`src/rtl/switch_led_pkg.sv`:
```
// Shared constants and helpers for the switch-to-LED controller.
package switch_led_pkg;

  // Board defaults: 16-cycle debounce window, 25M-cycle blink half-period.
  localparam int DEB_CYCLES_DEF = 16;
  localparam int BLINK_DIV_DEF  = 25000000;

  // Width of a counter that must hold values 0..n-1; never narrower than 1 bit.
  function automatic int cnt_width(input int n);
    int w;
    w = $clog2(n);
    return (w < 1) ? 1 : w;
  endfunction

endpackage

```
`src/rtl/switch_led_if.sv`:
```
// Board-side bundle of the switch-to-LED controller.
//
// Signalling: there is no valid/ready handshake on this bundle. sw and
// blink_en are levels sampled every clock (sw is asynchronous and is
// synchronised inside the controller); clear is a one-cycle command that
// acts on the edge where it is sampled high. led, sw_db and toggle_pulse are
// updated every clock; toggle_pulse is a one-cycle strobe.
interface switch_led_if #(
  parameter int N_SW = 4
) ();

  logic [N_SW-1:0] sw;
  logic            blink_en;
  logic            clear;
  logic [N_SW-1:0] led;
  logic [N_SW-1:0] sw_db;
  logic [N_SW-1:0] toggle_pulse;

  // Board / stimulus side: drives switches and commands, observes LEDs.
  modport master (
    output sw,
    output blink_en,
    output clear,
    input  led,
    input  sw_db,
    input  toggle_pulse
  );

  // Controller side.
  modport slave (
    input  sw,
    input  blink_en,
    input  clear,
    output led,
    output sw_db,
    output toggle_pulse
  );

endinterface

```
`src/rtl/switch_debounce.sv`:
```
// One switch channel: 2-flop synchroniser, debounce counter and a
// registered strobe on each debounced rising edge.
module switch_debounce
  import switch_led_pkg::*;
#(
  parameter int DEB_CYCLES = DEB_CYCLES_DEF
) (
  input  logic clk,
  input  logic reset,
  input  logic sw_i,
  output logic sw_db_o,
  output logic toggle_o
);

  localparam int              CNT_W    = cnt_width(DEB_CYCLES);
  localparam logic [CNT_W-1:0] CNT_LAST = CNT_W'(DEB_CYCLES - 1);

  logic             sync1_q;
  logic             sync2_q;
  logic [CNT_W-1:0] cnt_q;
  logic [CNT_W-1:0] cnt_d;
  logic             db_q;
  logic             db_d;
  logic             tog_q;
  logic             tog_d;

  // Two-flop synchroniser for the asynchronous switch input.
  always_ff @(posedge clk or negedge reset) begin
    if (!reset) begin
      sync1_q <= 1'b0;
      sync2_q <= 1'b0;
    end else begin
      sync1_q <= sw_i;
      sync2_q <= sync1_q;
    end
  end

  // Debounce: count consecutive cycles of disagreement; accept on the last one.
  // The counter clears at DEB_CYCLES-1, so it can never wrap.
  always_comb begin
    cnt_d = '0;
    db_d  = db_q;
    if (sync2_q != db_q) begin
      if (cnt_q == CNT_LAST) begin
        db_d = sync2_q;
      end else begin
        cnt_d = cnt_q + CNT_W'(1);
      end
    end
    tog_d = db_d & ~db_q;
  end

  // Debounce state and rising-edge strobe registers.
  always_ff @(posedge clk or negedge reset) begin
    if (!reset) begin
      cnt_q <= '0;
      db_q  <= 1'b0;
      tog_q <= 1'b0;
    end else begin
      cnt_q <= cnt_d;
      db_q  <= db_d;
      tog_q <= tog_d;
    end
  end

  assign sw_db_o  = db_q;
  assign toggle_o = tog_q;

endmodule

```
`src/rtl/switch_led_ctrl.sv`:
```
// Multi-channel switch-to-LED controller: per-channel debounce, toggle-on-press
// LED latches, global synchronous clear and a prescaled blink gate.
module switch_led_ctrl
  import switch_led_pkg::*;
#(
  parameter int N_SW       = 4,
  parameter int DEB_CYCLES = DEB_CYCLES_DEF,
  parameter int BLINK_DIV  = BLINK_DIV_DEF
) (
  input  logic         clk,
  input  logic         reset,
  switch_led_if.slave  bus
);

  localparam int               PRE_W    = cnt_width(BLINK_DIV);
  localparam logic [PRE_W-1:0] PRE_LAST = PRE_W'(BLINK_DIV - 1);

  logic [N_SW-1:0]  sw_db_w;
  logic [N_SW-1:0]  tog_w;
  logic [N_SW-1:0]  state_q;
  logic [N_SW-1:0]  state_d;
  logic [PRE_W-1:0] pre_q;
  logic [PRE_W-1:0] pre_d;
  logic             phase_q;
  logic             phase_d;

  for (genvar i = 0; i < N_SW; i++) begin : g_chan
    switch_debounce #(
      .DEB_CYCLES (DEB_CYCLES)
    ) u_deb (
      .clk      (clk),
      .reset    (reset),
      .sw_i     (bus.sw[i]),
      .sw_db_o  (sw_db_w[i]),
      .toggle_o (tog_w[i])
    );
  end

  // LED latches: clear wins over any toggle in the same cycle.
  always_comb begin
    state_d = state_q ^ tog_w;
    if (bus.clear) begin
      state_d = '0;
    end
  end

  // Blink prescaler: idle at 0 with phase on while disabled, so a new blink
  // period always starts with a full on half-period.
  always_comb begin
    pre_d   = '0;
    phase_d = 1'b1;
    if (bus.blink_en) begin
      phase_d = phase_q;
      if (pre_q == PRE_LAST) begin
        phase_d = ~phase_q;
      end else begin
        pre_d = pre_q + PRE_W'(1);
      end
    end
  end

  // LED state and blink registers.
  always_ff @(posedge clk or negedge reset) begin
    if (!reset) begin
      state_q <= '0;
      pre_q   <= '0;
      phase_q <= 1'b1;
    end else begin
      state_q <= state_d;
      pre_q   <= pre_d;
      phase_q <= phase_d;
    end
  end

  assign bus.led          = state_q & {N_SW{phase_q}};
  assign bus.sw_db        = sw_db_w;
  assign bus.toggle_pulse = tog_w;

endmodule

```
`src/flat_wrapper.sv`:
```
// flat-port wrapper written by rule: the top's interface ports become plain ports
module switch_led_ctrl_flat import switch_led_pkg::*;
#(
  parameter int N_SW       = 4,
  parameter int DEB_CYCLES = DEB_CYCLES_DEF,
  parameter int BLINK_DIV  = BLINK_DIV_DEF
)
  (clk, reset, bus_sw, bus_blink_en, bus_clear, bus_led, bus_sw_db, bus_toggle_pulse);
  switch_led_if #(.N_SW(N_SW)) bus_i ();
  input  logic clk;
  input  logic reset;
  input wire logic [$bits(bus_i.sw)-1:0] bus_sw;
  input wire logic [$bits(bus_i.blink_en)-1:0] bus_blink_en;
  input wire logic [$bits(bus_i.clear)-1:0] bus_clear;
  output wire logic [$bits(bus_i.led)-1:0] bus_led;
  output wire logic [$bits(bus_i.sw_db)-1:0] bus_sw_db;
  output wire logic [$bits(bus_i.toggle_pulse)-1:0] bus_toggle_pulse;
  assign bus_i.sw = bus_sw;
  assign bus_i.blink_en = bus_blink_en;
  assign bus_i.clear = bus_clear;
  assign bus_led = bus_i.led;
  assign bus_sw_db = bus_i.sw_db;
  assign bus_toggle_pulse = bus_i.toggle_pulse;
  switch_led_ctrl #(.N_SW(N_SW), .DEB_CYCLES(DEB_CYCLES), .BLINK_DIV(BLINK_DIV)) u_core (.clk(clk), .reset(reset), .bus(bus_i));
endmodule
```
`config.mk`:
```
export PLATFORM = sky130hd
export DESIGN_NAME = switch_led_ctrl_flat
export DESIGN_NICKNAME = d
export VERILOG_FILES = /design/src/rtl/switch_led_pkg.sv /design/src/rtl/switch_led_if.sv /design/src/rtl/switch_debounce.sv /design/src/rtl/switch_led_ctrl.sv /design/src/flat_wrapper.sv
export SDC_FILE = /design/constraint.sdc
export NUM_CORES = 1
export LEC_CHECK = 0
export BUFFER_PORTS_ARGS = -buffer_cell sky130_fd_sc_hd__buf_2
export CELL_PAD_IN_SITES_DETAIL_PLACEMENT = 0
export CELL_PAD_IN_SITES_GLOBAL_PLACEMENT = 1
export CORE_MARGIN = 2
export CORE_UTILIZATION = 35
export CTS_BUF_LIST = sky130_fd_sc_hd__clkbuf_16
export DETAILED_ROUTE_END_ITERATION = 16
export PLACE_DENSITY = 0.62
export SLEW_MARGIN = 20
export SYNTH_ARGS = -nofsm -noshare
export SYNTH_HDL_FRONTEND = slang
export SYNTH_SLANG_ARGS = --single-unit
```
`constraint.sdc`:
```
create_clock -name clk -period 2.1 [get_ports clk]
set_input_delay 0.315 -clock clk [delete_from_list [all_inputs] [get_ports clk]]
set_output_delay 0.315 -clock clk [all_outputs]
set_load 0.005 [all_outputs]
```
==> flow_summary.toml, run 1 <==
[status]
status = "completed"

[critical_path]
worstSetupPathType = "flip-flop to flip-flop"
cp_data_arrival_time_ns = 2.14
critPathRequiredTime_ns = 2.30
cp_max_fo = 16
r2r_slack_ns = 0.16
startpoint = "u_core.pre_q[0]$_DFF_PN0_"
start_kind = "flip-flop"
r2r_start = "u_core.pre_q[0]$_DFF_PN0_"
worstSetupEndpointType = "flip-flop"

[finish]
final_common_cell = "dfrtp_1"
drive_above_1_share = 0.1779
antennaDiodeCount = 0
nets = 292
area_delta_synth_final_pct = 16.18
nFillCells = 735
final_cell_mix = "dfrtp_1 (61), nor2_1 (23), buf_2 (19)"
utilization = 0.4211

[logic_synthesis]
ys_warn_count = 0
yosys-top-cells-area = "dfrtp_1 (54%), xnor2_1 (5.3%), a21oi_1 (3.2%)"
syn_area_sq_mm = 0.002815
netlist.area_leader.share = 0.5422
synth_nets = 266
synthCells = 253
syn_area_per_cell_sq_um = 11.13
ys_seq_elements = 62
ys_seq_area_frac = 0.5516
synth_area_leader_cell = "dfrtp_1"
synth_cell_types = 34

[placement]
hpwl_mm = 3.553
gp_congestion = 0.7489
portBuffers = 19

[global_route]
grt_use_total = 0.1298
grt_pass1_wl_mm = 8.659
antenna_found_initial = 0
grt_overflow = 0
grt_pass1_vias = 1835
grt_max_degree = 33

[power_and_ir_drop]
ir_drop_v = 0.0002856
power_leakage_nw = 1.398
p_per_area_mw_per_mm2 = 790.0

[min_path]
hold_path.class = "input pin to flip-flop"
hold_start = "bus_sw[1]"

[detailed_routing]
wl_met3_um = 209
route.met2.wl_mm = 2.254
routed.top_layer = "met4"
drt_iter0_drc = 48
ant_nets = 0
wl_per_cell_um = 13.14
drcViolationCount = 0
routed_wirelength_mm = 5.034
wl_met1_mm = 2.497
firstDrtPassIters = 4
vias_per_cell = 5.018
num_vias = 1922

[timing]
fin_crit_sh = 0.9242
slew_viol_final = 0
fin_skew_ns = 0.004686
relSlewSlack = 0.7616
rsz0062_at_grt = "false"
report.final.setup_viol = 0
worst_pin_slew_ns = 0.3544
clock.fmax_mhz = 515.3
timing.final.hold_violations = 0
fin_crit_ns = 1.941
setup_tns_ns = 0

[clocking]
cts_tree = "done"
cts_inserted_buffers = 9
clock_path_buffers = 2
cts_sinks = 62
clk_latency_ns = 0.32
clk_pin_slew_ns = 0.05
cts_setup_buffers = 0
htreeDepth = 3
cts-root-buf = "clkbuf_16"

[die]
io_pins = 20
fp.dieH_um = 93.69
dieWidth_um = 93.69
core-area_sq_mm = 0.007767
num_rows = 32
initial_core_util = 0.3624
die_area_sq_mm = 0.008777

[flow_run]
drv_cap = 0
==> kinds of logic after synthesis <==
family	count (synthesis)	synth area share
AOI/OAI and AO/OA	34	0.07422
xor gates and xnor gates	25	0.07778
adders and majority gates	5	0.02222
buffers and inverters	21	0.04800
DFF	62	0.5516
muxes	4	0.01600
and+or+nand+nor	102	0.2102
==> registers in the layout, indices dropped and copies added (netlist names) <==
name	count
u_core.g_chan.u_deb.cnt_q	16
u_core.g_chan.u_deb.sw_db_o	4
u_core.g_chan.u_deb.sync1_q	4
u_core.g_chan.u_deb.sync2_q	4
u_core.g_chan.u_deb.toggle_o	4
u_core.phase_q	1
u_core.pre_q	25
u_core.state_q	4
==> Yosys cell counts (all sizes together) <==
master	n
dfstp	1
nand3b	1
buf	14
or4b	1
or4	10
o31ai	10
a21oi	18
and4	3
and2	5
clkbuf	1
xnor2	17
or3	2
dfrtp	61
and3	3
nand2	9
o21ai	6
nor3b	8
nor2	23
nor2b	4
xor2	8
nand4	8
inv	6
mux2	4
nor4	4
ha	5
nor3	1
nand4b	4
nand3	16
==> final cells by class <==
| cell class | count | area, sq um | share of cell area |
|---|---|---|---|
| Clock buffer | 9 | 225.2 | 0.06886 |
| Clock inverter | 4 | 18.77 | 0.005738 |
| Inverter | 6 | 22.52 | 0.006886 |
| Multi-Input combinational cell | 170 | 1127 | 0.3447 |
| Sequential cell | 62 | 1553 | 0.4748 |
| Tap cell | 102 | 127.6 | 0.03902 |
| Timing Repair Buffer | 30 | 196.4 | 0.06006 |
==> metrics by stage <==
| step | hold WS (ns) | power (mW) | setup slack [ns] | cells | cell area (sq um) |
|---|---|---|---|---|---|
| after CTS | 0.09474 | 2.624 | 0.1192 | 383 | 3267 |
| after global routing | 0.09090 | 2.708 | 0.04269 | 383 | 3271 |
| after detailed placement | 0.2344 | 1.383 | 0.1282 | 369 | 3013 |
| after floorplan | 0.01941 | 1.329 | 0.1456 | 253 | 2815 |
| final | 0.1011 | 2.584 | 0.1592 | 383 | 3271 |
| after global placement | 0.2346 | 1.383 | 0.1767 | 369 | 3013 |
==> power breakdown <==
| part | internal [mW] | leakage, nW | switching (mW) |
|---|---|---|---|
| Clock | 0.763 | 0.128 | 0.456 |
| Combinational | 0.0470 | 0.438 | 0.0610 |
| Sequential | 1.23 | 0.832 | 0.0274 |
==> worst max-delay path, cell delays in order (launching register included) <==
cell	delay [ns]
dfrtp_1	0.38
ha_1	0.20
nand3_2	0.11
or4_4	0.56
o31ai_4	0.29
buf_6	0.20
nor2_1	0.08
==> final timing paths <==
path | end | cells past startpoint
worst min register to register | u_core.g_chan[3].u_deb.sync2_q$_DFF_PN0_ | 0
worst max register to register | u_core.pre_q[6]$_DFF_PN0_ | 6
worst max-delay path | u_core.pre_q[6]$_DFF_PN0_ | 6
worst min-delay path | u_core.g_chan[1].u_deb.sync1_q$_DFF_PN0_ | 1
max in group asynchronous | u_core.g_chan[3].u_deb.cnt_q[3]$_DFF_PN0_ | 3
min in group asynchronous | u_core.g_chan[0].u_deb.sw_db_o$_DFF_PN0_ | 2
==> timing repair <==
| action | CTS | global route |
|---|---|---|
| gates resized for setup | 0 | 1 |
| endpoints found under the hold margin | 11 | 0 |
| setup endpoints to repair | 0 | 1 |
| hold buffers | 1 | 0 |
==> layer usage <==
| metal | up-vias | track usage |
|---|---|---|
| li1 | 950 | - |
| met1 | 935 | 0.1726 |
| met2 | 32 | 0.1881 |
| met3 | 5 | 0.04896 |
| met4 | 0 | 0.05797 |
| met5 | - | 0 |
Power figures use the tool's default switching activity.
==> run 2, diff against run 1 <==
Settings changed: BUFFER_PORTS_ARGS -buffer_cell sky130_fd_sc_hd__buf_2 to not set, DONT_BUFFER_PORTS set to 1, PLACE_DENSITY 0.62 to 0.59, SYNTH_HIERARCHICAL set to 1.
==> flow_summary.toml, run 2 <==
[timing]
timing.final.hold_violations = 0
report.final.setup_viol = 1
slew_viol_final = 0
rsz0062_at_grt = "true"
worst_pin_slew_ns = 0.3684
fin_crit_sh = 1.000
clock.fmax_mhz = 476.0
fin_ws_ns = -0.0009812
relSlewSlack = 0.7526
fin_crit_ns = 2.101
setup_tns_ns = -0.0009812
fin_skew_ns = 0.004135

[finish]
largestRegisters = "u_core/pre_q (25), u_core/g_chan.u_deb/cnt_q (16)"
area_delta_synth_final_pct = 23.53
largest_register = "u_core/pre_q"
largest_reg_flops = 25
nets = 276
drive_above_1_share = 0.1978
final_area_sq_mm = 0.003376
final_common_cell = "dfrtp_1"
antennaDiodeCount = 0
final_cell_mix = "dfrtp_1 (61), nor2_1 (23), xnor2_1 (19)"
stdcell_count = 370

[global_route]
grt_overflow = 0
grt_use_total = 0.1302
grt_max_degree = 63
grt_pass1_vias = 1753
antenna_found_initial = 0
grt_pass1_wl_mm = 8.493

[clocking]
cts_sinks = 62
cts_tree = "done"
clk_pin_slew_ns = 0.05
cts_inserted_buffers = 9
htreeDepth = 3
cts-root-buf = "clkbuf_16"
clk_latency_ns = 0.32
clock_path_buffers = 2

[logic_synthesis]
synthCells = 234
synth-simple-area-share = 0.2038
ys_warn_count = 6
synthMuxAreaShare = 0.02198
synth_compound_area_frac = 0.08196
ys_seq_area_frac = 0.5682
syn_area_sq_mm = 0.002733
synth_nets = 247
ys_seq_elements = 62
synth_cell_types = 36
ys.flop_type = "dfrtp_1"
synthAdderAreaFrac = 0.02289
netlist.area_leader.share = 0.5586
yosys-top-cells-area = "dfrtp_1 (56%), xnor2_1 (6.1%), nor2_1 (3.3%)"
yosysMostFrequentCell = "dfrtp_1"
syn_area_per_cell_sq_um = 11.68
synth_edf_count = 0
synth_area_leader_cell = "dfrtp_1"
synth-xor-area-share = 0.08013
synth_top_family_by_area = "simple AND/OR/NAND/NOR gates"
ys_async_sr_fraction = 1.000
synth_common_cells = "dfrtp_1 (61), nor2_1 (24), xnor2_1 (19)"

[power_and_ir_drop]
design_power_total_mw = 2.881
ir_drop_v = 0.0004687
p_per_area_mw_per_mm2 = 853.3
power_leakage_nw = 1.430

[status]
status = "complete, but fails checks"
violations = "negative setup slack"

[critical_path]
cp_data_arrival_time_ns = 2.30
worstSetupEndpointType = "flip-flop"
path_cells = "or4_4, or4_4, o31ai_4, buf_6, a21oi_1"
cpMaxStageDelayCell = "or4_4"
critPathRequiredTime_ns = 2.30
r2r_slack_ns = -0.001
path_buf_inv = 1
worstSetupPathType = "flip-flop to flip-flop"
crit_top_cell = "or4_4"
cp_max_fo = 7
slowest_delay_ns = 0.56
path_delay_family = "simple AND/OR/NAND/NOR gates"
start_kind = "flip-flop"

[placement]
dp.cells = 347
portBuffers = 0
gp_congestion = 0.7328
postPlaceCellArea_sq_mm = 0.002938
hpwl_mm = 3.315

[die]
core-area_sq_mm = 0.007647
initial_core_util = 0.3573
die_area_sq_mm = 0.008530
io_pins = 20
num_rows = 32
fp.dieH_um = 92.36
dieWidth_um = 92.36

[detailed_routing]
num_vias = 1813
ant_nets = 0
routed_wirelength_mm = 5.091
vias_per_cell = 4.900
drcViolationCount = 0
firstDrtPassIters = 4
wl_per_cell_um = 13.76
drt_iter0_drc = 60

[min_path]
hold_path.class = "input pin to flip-flop"

[flow_run]
drv_cap = 0
[run 2: what timing repair did]
item / CTS / global route
setup buffers: 0 / 2
endpoints found under the hold margin: 65 / 0
gates resized for setup: 3 / 10
pin swaps: 1 / 1
setup endpoints to repair: 24 / 25
hold buffers: 5 / 0
[run 2: layout make-up]
cell class	instances	area, sq um
fill	717	4272
clock buffer	9	225.2
clock inverter	7	82.58
multi-input combinational	163	1159
inverter	4	15.01
timing repair buffer	23	214.0
sequential	62	1553
tap	102	127.6
[run 2: layer usage]
layer,part of all wire,wire [um],track usage,vias up
met3,0.037,187,0.05614,6
met1,0.47,2379,0.1583,892
met2,0.48,2440,0.2019,18
met5,0,0,0,-
li1,-,-,-,897
met4,0.016,84,0.05597,0
[run 2: report_power, final]
group	internal (mW)	switching [mW]	leakage, nW
clock network	1.02	0.497	0.157
logic	0.0502	0.0595	0.442
registers	1.23	0.0259	0.832
[run 2: logic make-up (layout without fill, tap and decap cells)]
family | Yosys count | count (layout)
AOI/OAI and AO/OA | 34 | 34
xor gates and xnor gates | 25 | 25
adders and majority gates | 5 | 5
buffers and inverters | 9 | 43
DFF | 62 | 62
muxes | 4 | 4
and+or+nand+nor | 95 | 95
[run 2: worst paths after layout]
| check | endpoint | depth (start not counted) | startpoint |
|---|---|---|---|
| max in group asynchronous | u_core/phase_q$_DFFE_PN1P_ | 2 | reset |
| max | u_core/pre_q[23]$_DFF_PN0_ | 5 | u_core/pre_q[10]$_DFF_PN0_ |
| max reg2reg | u_core/pre_q[23]$_DFF_PN0_ | 5 | u_core/pre_q[10]$_DFF_PN0_ |
| min | u_core/g_chan[1].u_deb/sync1_q$_DFF_PN0_ | 0 | bus_sw[1] |
| min in group asynchronous | u_core/pre_q[24]$_DFF_PN0_ | 2 | reset |
| min reg2reg | u_core/g_chan[1].u_deb/sync2_q$_DFF_PN0_ | 0 | u_core/g_chan[1].u_deb/sync1_q$_DFF_PN0_ |
[run 2: worst reg2reg max path, cell delays in order (launching register included)]
cell and delay, ns:
dfrtp_1 0.38, or4_4 0.54, or4_4 0.56, o31ai_4 0.27, buf_6 0.19, a21oi_1 0.05
[run 2: through the flow]
step	util	hold WS, ns	setup slack (ns)
after floorplan	-	0.01941	-0.02225
after global placement	0.3842	0.02173	0.002787
after detailed placement	0.3842	0.02211	-0.04704
after CTS	0.4347	0.00002789	0.004224
after global routing	0.4414	0.001016	-0.05787
final	0.4414	0.02008	-0.0009812
==> run 3, diff against run 2 <==
Settings changed: PLACE_DENSITY 0.59 to 0.69.
==> flow_summary.toml, run 3 (synthesis results as in run 2) <==
[status]
status = "complete, but fails checks"
violations = "negative setup slack"

[die]
initial_core_util = 0.3573
fp.dieH_um = 92.36
dieWidth_um = 92.36
die_area_sq_mm = 0.008530
num_rows = 32
core-area_sq_mm = 0.007647
io_pins = 20

[detailed_routing]
ant_nets = 0
vias_per_cell = 5.003
wl_per_cell_um = 13.76
drt_iter0_drc = 138
routed_wirelength_mm = 5.010
num_vias = 1821
drcViolationCount = 0
firstDrtPassIters = 4

[placement]
hpwl_mm = 3.399
portBuffers = 0
pre_cts_ws_ns = -0.05065
dp.cells = 346
gp_congestion = 0.7426

[finish]
area_delta_synth_final_pct = 21.29
antennaDiodeCount = 0
final_common_cell = "dfrtp_1"
drive_above_1_share = 0.1908
stdcell_count = 364
nets = 270
utilization = 0.4334
largestRegisters = "u_core/pre_q (25), u_core/g_chan.u_deb/cnt_q (16)"
largest_register = "u_core/pre_q"
largest_reg_flops = 25
final_cell_mix = "dfrtp_1 (61), nor2_1 (20), xnor2_1 (19)"

[global_route]
grt_pass1_vias = 1893
grt-busiest-layer = "met2"
met1_usage = 0.1759
antenna_found_initial = 0
gr-usage-met3 = 0.03173
met2_usage = 0.2092
grt_use_total = 0.1365
grt_max_degree = 63
grt_pass1_wl_mm = 8.990
grt_overflow = 0

[timing]
rsz0062_at_grt = "true"
fin_crit_sh = 1.015
fin_crit_ns = 2.130
relSlewSlack = 0.7333
worst_pin_slew_ns = 0.3964
timing.final.hold_violations = 0
fin_skew_ns = 0.005276
report.final.setup_viol = 1
slew_viol_final = 0
fin_ws_ns = -0.03049
clock.fmax_mhz = 469.4

[power_and_ir_drop]
p_per_area_mw_per_mm2 = 828.2
power_leakage_nw = 1.396
ir_drop_v = 0.0005148

[critical_path]
cp_data_arrival_time_ns = 2.40
reg2regPathDepth = 5
cp_max_fo = 2
start_kind = "flip-flop"
r2r_slack_ns = -0.03
r2r_start = "u_core/pre_q[8]$_DFF_PN0_"
r2r_end = "u_core/phase_q$_DFFE_PN1P_"
worstSetupEndpointType = "flip-flop"
critPathRequiredTime_ns = 2.37
worstSetupPathType = "flip-flop to flip-flop"

[clocking]
htreeDepth = 3
clk_pin_slew_ns = 0.05
clock_path_buffers = 2
cts_inserted_buffers = 9
cts-root-buf = "clkbuf_16"
cts_setup_buffers = 0
clk_latency_ns = 0.32
cts_tree = "done"
cts_sinks = 62

[min_path]
worst_hold_path.endpoint = "u_core/g_chan[2].u_deb/sync1_q$_DFF_PN0_"
hold_path.class = "input pin to flip-flop"
hold_start = "bus_sw[2]"
hold_path_depth = 0

[flow_run]
drv_cap = 0
-- run 3: cell types whose count changed in the layout (fill, tap and decap cells not counted), moves of 2 or more --
cell           change
nor2_4             +2
dlygate4sd3_1      -3
a21oi_1            +5
a21oi_2            -5
nor2_1             -3
buf_4              -3
-- run 3: critical path, cell delays in order (launching register included) --
cell and delay (ns):
dfrtp_1 0.37, or4_1 0.52, or4_4 0.55, buf_6 0.14, or4_4 0.41, nand3_2 0.08
-- run 3: power breakdown --
part	internal (mW)	leakage, nW	switching (mW)	total [mW]
registers	1.23	0.832	0.0278	1.26
logic	0.0456	0.421	0.0583	0.104
clock network	0.897	0.143	0.489	1.39
total	2.17	1.40	0.575	2.75
-- run 3: area by class of cell --
class                           instances  area, sq um
Clock buffer                            9        225.2
Clock inverter                          7        57.56
Fill cell                             705         4333
Inverter                                4        15.01
Multi-Input combinational cell        163         1166
Sequential cell                        62         1553
Tap cell                              102        127.6
Timing Repair Buffer                   17        170.2
-- run 3: worst max-delay path by stage --
stage	start	endpoint	slack [ns]
finish	u_core/pre_q[8]$_DFF_PN0_	u_core/phase_q$_DFFE_PN1P_	-0.03
global route	u_core/pre_q[8]$_DFF_PN0_	u_core/phase_q$_DFFE_PN1P_	-0.07
CTS	u_core/pre_q[17]$_DFF_PN0_	u_core/phase_q$_DFFE_PN1P_	-0.05
detailed placement	u_core/pre_q[10]$_DFF_PN0_	u_core/phase_q$_DFFE_PN1P_	-0.05
global placement	u_core/pre_q[10]$_DFF_PN0_	u_core/pre_q[17]$_DFF_PN0_	0.006
floorplan	u_core/pre_q[10]$_DFF_PN0_	u_core/pre_q[23]$_DFF_PN0_	-0.02
-- run 3: stage by stage --
step	TNS [ns]	hold WS, ns	power (mW)	cell area [sq um]
5_1_grt	-0.7038	0.007208	2.843	3314
6_report	-0.03049	0.01546	2.745	3314
4_1_cts	-0.05056	0.008209	2.780	3274
3_5_place_dp	-0.2184	0.02080	1.348	2943
3_3_place_gp	0	0.02116	1.344	2943
2_1_floorplan	-0.2985	0.01941	1.328	2733
-- run 3: routing by layer --
layer	vias up	wire [um]	share of wire
li1	890	-	-
met1	904	2385	0.48
met2	18	2363	0.47
met3	9	134	0.027
met4	0	126	0.025
met5	-	0	0
-- run 3: timing repair --
item,in CTS,in global routing
gates resized for setup,3,11
hold buffers,2,0
pin swaps,3,7
hold endpoints to repair,62,0
setup endpoints to repair,13,25
